[config.mk]
export PLATFORM = sky130hd
export DESIGN_NAME = nrs_qpsk_reader_flat
export DESIGN_NICKNAME = d
export VERILOG_FILES = /design/src/rtl/nrs_qpsk_reader_if.sv /design/src/rtl/nrs_qpsk_reader.sv /design/src/flat_wrapper.sv
export SDC_FILE = /design/constraint.sdc
export NUM_CORES = 1
export LEC_CHECK = 0
export ABC_AREA = 1
export BUFFER_PORTS_ARGS = -buffer_cell sky130_fd_sc_hd__buf_2
export CORE_UTILIZATION = 47
export CTS_CLUSTER_DIAMETER = 50
export DETAILED_ROUTE_END_ITERATION = 10
export GPL_ROUTABILITY_DRIVEN = 0
export PLACE_DENSITY = 0.86
export SYNTH_ARGS = -nofsm -noshare
export SYNTH_HDL_FRONTEND = slang
export SYNTH_SLANG_ARGS = --single-unit
[constraint.sdc]
create_clock -name clk -period 3.8 [get_ports clk]
set_input_delay 0.95 -clock clk [delete_from_list [all_inputs] [get_ports clk]]
set_output_delay 0.95 -clock clk [all_outputs]
set_load 0.02 [all_outputs]
[src/rtl/nrs_qpsk_reader_if.sv]
// nrs_qpsk_reader_if: c(n) memory read port plus QPSK NRS valid/ready stream
interface nrs_qpsk_reader_if #(
  parameter int LINES         = 4,
  parameter int NRS_WIDTH_R_I = 16
);
  logic                     c_n_ready;
  logic [LINES-1:0]         rd_addr;
  logic                     c_n;
  logic [NRS_WIDTH_R_I-1:0] nrs_r;
  logic [NRS_WIDTH_R_I-1:0] nrs_i;
  logic [2:0]               nrs_idx;
  logic                     nrs_valid;
  logic                     nrs_ready;
  logic                     sf_done;
  logic                     ovf;
  modport master (
    input  c_n_ready, c_n, nrs_ready,
    output rd_addr, nrs_r, nrs_i, nrs_idx, nrs_valid, sf_done, ovf
  );
  modport slave (
    output c_n_ready, c_n, nrs_ready,
    input  rd_addr, nrs_r, nrs_i, nrs_idx, nrs_valid, sf_done, ovf
  );
endinterface

[src/rtl/nrs_qpsk_reader.sv]
// nrs_qpsk_reader: reads 16 c(n) bits in pairs and streams 8 QPSK NRS values per subframe
module nrs_qpsk_reader #(
  parameter int                              WIDTH_REG     = 16,
  parameter int                              LINES         = 4,
  parameter int                              NRS_WIDTH_R_I = 16,
  parameter logic signed [NRS_WIDTH_R_I-1:0] AMP           = 16'sd23170
) (
  input logic               clk,
  input logic               rst,
  nrs_qpsk_reader_if.master bus
);
  typedef enum logic [2:0] {IDLE, RD_RE, RD_IM, OUT, DONE} state_t;
  state_t                   state_q, state_d;
  logic [LINES-2:0]         m_q, m_d;
  logic [LINES-1:0]         rd_addr_q, rd_addr_d;
  logic [NRS_WIDTH_R_I-1:0] nrs_r_q, nrs_r_d, nrs_i_q, nrs_i_d, cn_amp;
  logic                     valid_q, valid_d, first_q, first_d, sf_done_q, sf_done_d;
  logic                     pend_q, pend_d, ovf_q, ovf_d, start, busy;
  assign cn_amp = bus.c_n ? -AMP : AMP;
  assign start  = bus.c_n_ready | pend_q;
  assign busy   = state_q != IDLE;
  always_comb begin
    state_d   = state_q;
    m_d       = m_q;
    rd_addr_d = rd_addr_q;
    nrs_r_d   = nrs_r_q;
    // imag bit is on c_n during the first OUT cycle; rd_addr holds so it stays there
    nrs_i_d   = first_q ? cn_amp : nrs_i_q;
    valid_d   = valid_q;
    first_d   = 1'b0;
    sf_done_d = 1'b0;
    pend_d    = pend_q | (bus.c_n_ready & busy);
    ovf_d     = ovf_q | (bus.c_n_ready & pend_q & busy & state_q != DONE);
    case (state_q)
      IDLE: if (start) begin
        state_d   = RD_RE;
        m_d       = '0;
        rd_addr_d = '0;
        pend_d    = 1'b0;
      end
      RD_RE: begin
        state_d   = RD_IM;
        rd_addr_d = {m_q, 1'b1};
      end
      RD_IM: begin
        state_d = OUT;
        nrs_r_d = cn_amp;
        valid_d = 1'b1;
        first_d = 1'b1;
      end
      OUT: if (valid_q && bus.nrs_ready) begin
        valid_d   = 1'b0;
        state_d   = &m_q ? DONE : RD_RE;
        sf_done_d = &m_q;
        m_d       = &m_q ? m_q : m_q + 1'b1;
        rd_addr_d = &m_q ? rd_addr_q : {m_q + 1'b1, 1'b0};
      end
      DONE: begin
        m_d       = '0;
        state_d   = start ? RD_RE : IDLE;
        rd_addr_d = start ? '0 : rd_addr_q;
        pend_d    = pend_q & bus.c_n_ready;
      end
      default: state_d = IDLE;
    endcase
  end
  always_ff @(posedge clk or posedge rst)
    if (rst) begin
      state_q   <= IDLE;
      m_q       <= '0;
      rd_addr_q <= '0;
      nrs_r_q   <= '0;
      nrs_i_q   <= '0;
      valid_q   <= 1'b0;
      first_q   <= 1'b0;
      sf_done_q <= 1'b0;
      pend_q    <= 1'b0;
      ovf_q     <= 1'b0;
    end else begin
      state_q   <= state_d;
      m_q       <= m_d;
      rd_addr_q <= rd_addr_d;
      nrs_r_q   <= nrs_r_d;
      nrs_i_q   <= nrs_i_d;
      valid_q   <= valid_d;
      first_q   <= first_d;
      sf_done_q <= sf_done_d;
      pend_q    <= pend_d;
      ovf_q     <= ovf_d;
    end
  assign bus.rd_addr   = rd_addr_q;
  assign bus.nrs_r     = nrs_r_q;
  assign bus.nrs_i     = first_q ? cn_amp : nrs_i_q;
  assign bus.nrs_idx   = m_q;
  assign bus.nrs_valid = valid_q;
  assign bus.sf_done   = sf_done_q;
  assign bus.ovf       = ovf_q;
endmodule

[src/flat_wrapper.sv]
// flat-port wrapper written by rule: the top's interface ports become plain ports
module nrs_qpsk_reader_flat 
#(
  parameter int                              WIDTH_REG     = 16,
  parameter int                              LINES         = 4,
  parameter int                              NRS_WIDTH_R_I = 16,
  parameter logic signed [NRS_WIDTH_R_I-1:0] AMP           = 16'sd23170
)
  (clk, rst, bus_c_n_ready, bus_c_n, bus_nrs_ready, bus_rd_addr, bus_nrs_r, bus_nrs_i, bus_nrs_idx, bus_nrs_valid, bus_sf_done, bus_ovf);
  nrs_qpsk_reader_if #(.LINES(LINES), .NRS_WIDTH_R_I(NRS_WIDTH_R_I)) bus_i ();
  input logic clk;
  input logic rst;
  input wire logic [$bits(bus_i.c_n_ready)-1:0] bus_c_n_ready;
  input wire logic [$bits(bus_i.c_n)-1:0] bus_c_n;
  input wire logic [$bits(bus_i.nrs_ready)-1:0] bus_nrs_ready;
  output wire logic [$bits(bus_i.rd_addr)-1:0] bus_rd_addr;
  output wire logic [$bits(bus_i.nrs_r)-1:0] bus_nrs_r;
  output wire logic [$bits(bus_i.nrs_i)-1:0] bus_nrs_i;
  output wire logic [$bits(bus_i.nrs_idx)-1:0] bus_nrs_idx;
  output wire logic [$bits(bus_i.nrs_valid)-1:0] bus_nrs_valid;
  output wire logic [$bits(bus_i.sf_done)-1:0] bus_sf_done;
  output wire logic [$bits(bus_i.ovf)-1:0] bus_ovf;
  assign bus_i.c_n_ready = bus_c_n_ready;
  assign bus_i.c_n = bus_c_n;
  assign bus_i.nrs_ready = bus_nrs_ready;
  assign bus_rd_addr = bus_i.rd_addr;
  assign bus_nrs_r = bus_i.nrs_r;
  assign bus_nrs_i = bus_i.nrs_i;
  assign bus_nrs_idx = bus_i.nrs_idx;
  assign bus_nrs_valid = bus_i.nrs_valid;
  assign bus_sf_done = bus_i.sf_done;
  assign bus_ovf = bus_i.ovf;
  nrs_qpsk_reader #(.WIDTH_REG(WIDTH_REG), .LINES(LINES), .NRS_WIDTH_R_I(NRS_WIDTH_R_I), .AMP(AMP)) u_core (.clk(clk), .rst(rst), .bus(bus_i));
endmodule
==> flow_metrics.tcl <==
set metrics [dict create \
    status "complete, but fails checks" \
    failed_checks "design-rule violations" \
    endpoint_kind "output pin" \
    wl_per_cell_um 11.2 \
    grt_start_max_net_pins 35 \
    area_delta_synth_final_pct 14.7 \
    placed_cell_area_um2 1640 \
    initial_utilization_pct 51.4 \
    swShare_pct 49.1 \
    hold_viol 0 \
    worst_clock_skew_ps 7.91 \
    yosysWarnings 0 \
    ys_seq_area_share_pct 58.0 \
    via_per_inst 4.82 \
    cts_made_buffers 5 \
    grtUsageTotal_pct 18.2 \
    dp_slack_ps 1070 \
    r2r_start "u_core.bus.nrs_idx[0]" \
    cts_hold_buffers 0 \
    synthCells 164 \
    timing.final.ws_setup_ps 1090 \
    htreeDepth 2 \
    synth_area_um2 1470 \
    critPathKind "primary input to output pin" \
    p_leak_nw 0.973 \
    max_clock_freq_mhz 368 \
    die_h_um 57.9 \
    fin_nets 210 \
    numPortBuffers 45 \
    avgSynthCellArea_um2 8.95 \
    tns_ps 0 \
    p_per_area_nw_per_um2 967 \
    startpoint "bus_c_n" \
    grt_remaining_overflow 0 \
    cp.arrival_ps 1760 \
    seq_power_share_pct 36.1 \
    hpwl_um 1950 \
    ys_ff_latch 34 \
    num_rows 19 \
    dieArea_um2 3350 \
    reg2reg_slack_ps 2260 \
    dr.first_iter.drc_count 41 \
    antenna_found_initial 0 \
    vias 1127 \
    grt_pass1_vias 999 \
    core_um2 2850 \
    worst_setup_path_start_kind "primary input" \
    crit_required_ps 2850 \
    regToRegEndpoint "u_core.bus.rd_addr[0]" \
    drc_errors 2 \
    cp-endpoint "bus_nrs_i[7]" \
    maxCapViolations 0 \
    io_pins 47 \
    rsz0062_at_grt "false" \
    clkLatencyLatePin_ps 340 \
    yosysUniqueCellTypes 22 \
    hp-class "flop to flop" \
    ir_drop_mv 0.374 \
    fin_crit_sh_pct 71.4 \
    slew_violations 0 \
    layout_common_cells "nand2_1 (51), buf_2 (45), dfrtp_1 (34), nor2_1 (19), inv_1 (15)" \
    antenna_cells 0 \
    p_int_mw 0.829 \
    die_w_um 57.9 \
    drive_gt1_share_pct 31.0 \
    clock_power_share_pct 11.3 \
    period_needed_ps 2710 \
    routed_wl_um 2620 \
    hold_ws_ps 454 \
    power.total_mw 1.63 \
    cp_max_fo 10 \
    finalSetupViolCount 0 \
    synth_nets 171 \
    cts_setup_buffers 0 \
    hold_path_startpoint "u_core.nrs_i_q[1]" \
    final_common_cell "nand2_1" \
    cts.sinks 34 \
    clk_pin_slew_ps 100 \
    drt_pass1_iterations 9 \
    grt_pass1_wl_um 4520 \
    design_area_um2 1680 \
    power_frac_comb_pct 52.6 \
    reg2regPathDepth 6 \
    cts-resized-gates 0 \
    cts_tree "built" \
    clock_path_buffers 2 \
    power.net_switching_mw 0.800 \
    clock-root-buffer "clkbuf_4" \
    postRouteAntennaNets 0 \
]
[cells in the mapped netlist, drive strengths merged]
cell | number | area share (%)
nand2 | 53 | 14
dfrtp | 34 | 58
nor2 | 20 | 5.3
inv | 17 | 4.3
buf | 14 | 7.0
nand3 | 7 | 2.7
nand4 | 4 | 1.7
o21ai | 4 | 1.6
or2 | 3 | 1.3
ha | 2 | 1.7
clkinv | 1 | 0.26
conb | 1 | 0.26
o211ai | 1 | 0.51
o21a | 1 | 0.51
o21bai | 1 | 0.51
o22ai | 1 | 0.43
[cell type report]
type	count	area (um^2)
Fill cell	263	1170
Sequential cell	34	851
Multi-Input combinational cell	98	447
Timing Repair Buffer	46	233
Inverter	18	67.6
Tap cell	31	38.8
Clock buffer	5	37.5
Clock inverter	2	10.0
[per-stage QoR]
stage	std cells	utilization, %
after floorplan	164	-
after global placement	227	57.4
after detailed placement	227	57.4
after CTS	234	59.0
after global routing	234	59.0
final	234	59.0
[worst max-delay path, stage by stage]
cell and delay [ps]:
buf_2 110, nand2_1 210, inv_1 150, nor2_1 150, buf_2 190
[worst min-delay path by stage]
stage,to,slack (ps),depth (start not counted)
finish,u_core.nrs_i_q[1],450,1
global route,u_core.bus.nrs_r[1],500,1
CTS,u_core.nrs_i_q[1],460,1
detailed placement,u_core.nrs_i_q[1],440,1
global placement,u_core.nrs_i_q[1],430,1
floorplan,u_core.nrs_i_q[1],510,1
[power by group through the flow]
stage / clock network, mW / logic [mW] / registers, mW
after floorplan: 0 / 0.645 / 0.626
after global placement: 0 / 0.845 / 0.593
after detailed placement: 0 / 0.868 / 0.596
after CTS: 0.189 / 0.870 / 0.589
after global routing: 0.202 / 0.954 / 0.607
final: 0.183 / 0.857 / 0.588
[state kept, by name, indices dropped and copies added, names as in the netlist]
signal                flops
u_core.bus.rd_addr        4
u_core.pend_q             1
u_core.bus.nrs_valid      1
u_core.bus.sf_done        1
u_core.first_q            1
u_core.bus.ovf            1
u_core.bus.nrs_idx        3
u_core.bus.nrs_r          3
u_core.state_q            3
u_core.nrs_i_q           16
[routing by layer]
metal  share of wire [%]  vias up  GRT usage [%]
li1                    -      573              -
met1                  44      518           22.6
met2                  47       30           28.9
met3                 6.0        6           6.25
met4                 2.1        0           8.16
met5                   0        -              0
[kinds of logic (layout without fill, tap and decap cells)]
logic type,after synthesis,in the layout,share of synthesized area [%]
AO/OA/AOI/OAI,8,8,3.58
other,1,1,0.256
buffers and inverters,32,71,11.6
adder cells (fa/ha/maj),2,2,1.70
AND/OR/NAND/NOR,87,87,24.9
flip-flops,34,34,58.0
(Power assumes the default switching activity.)
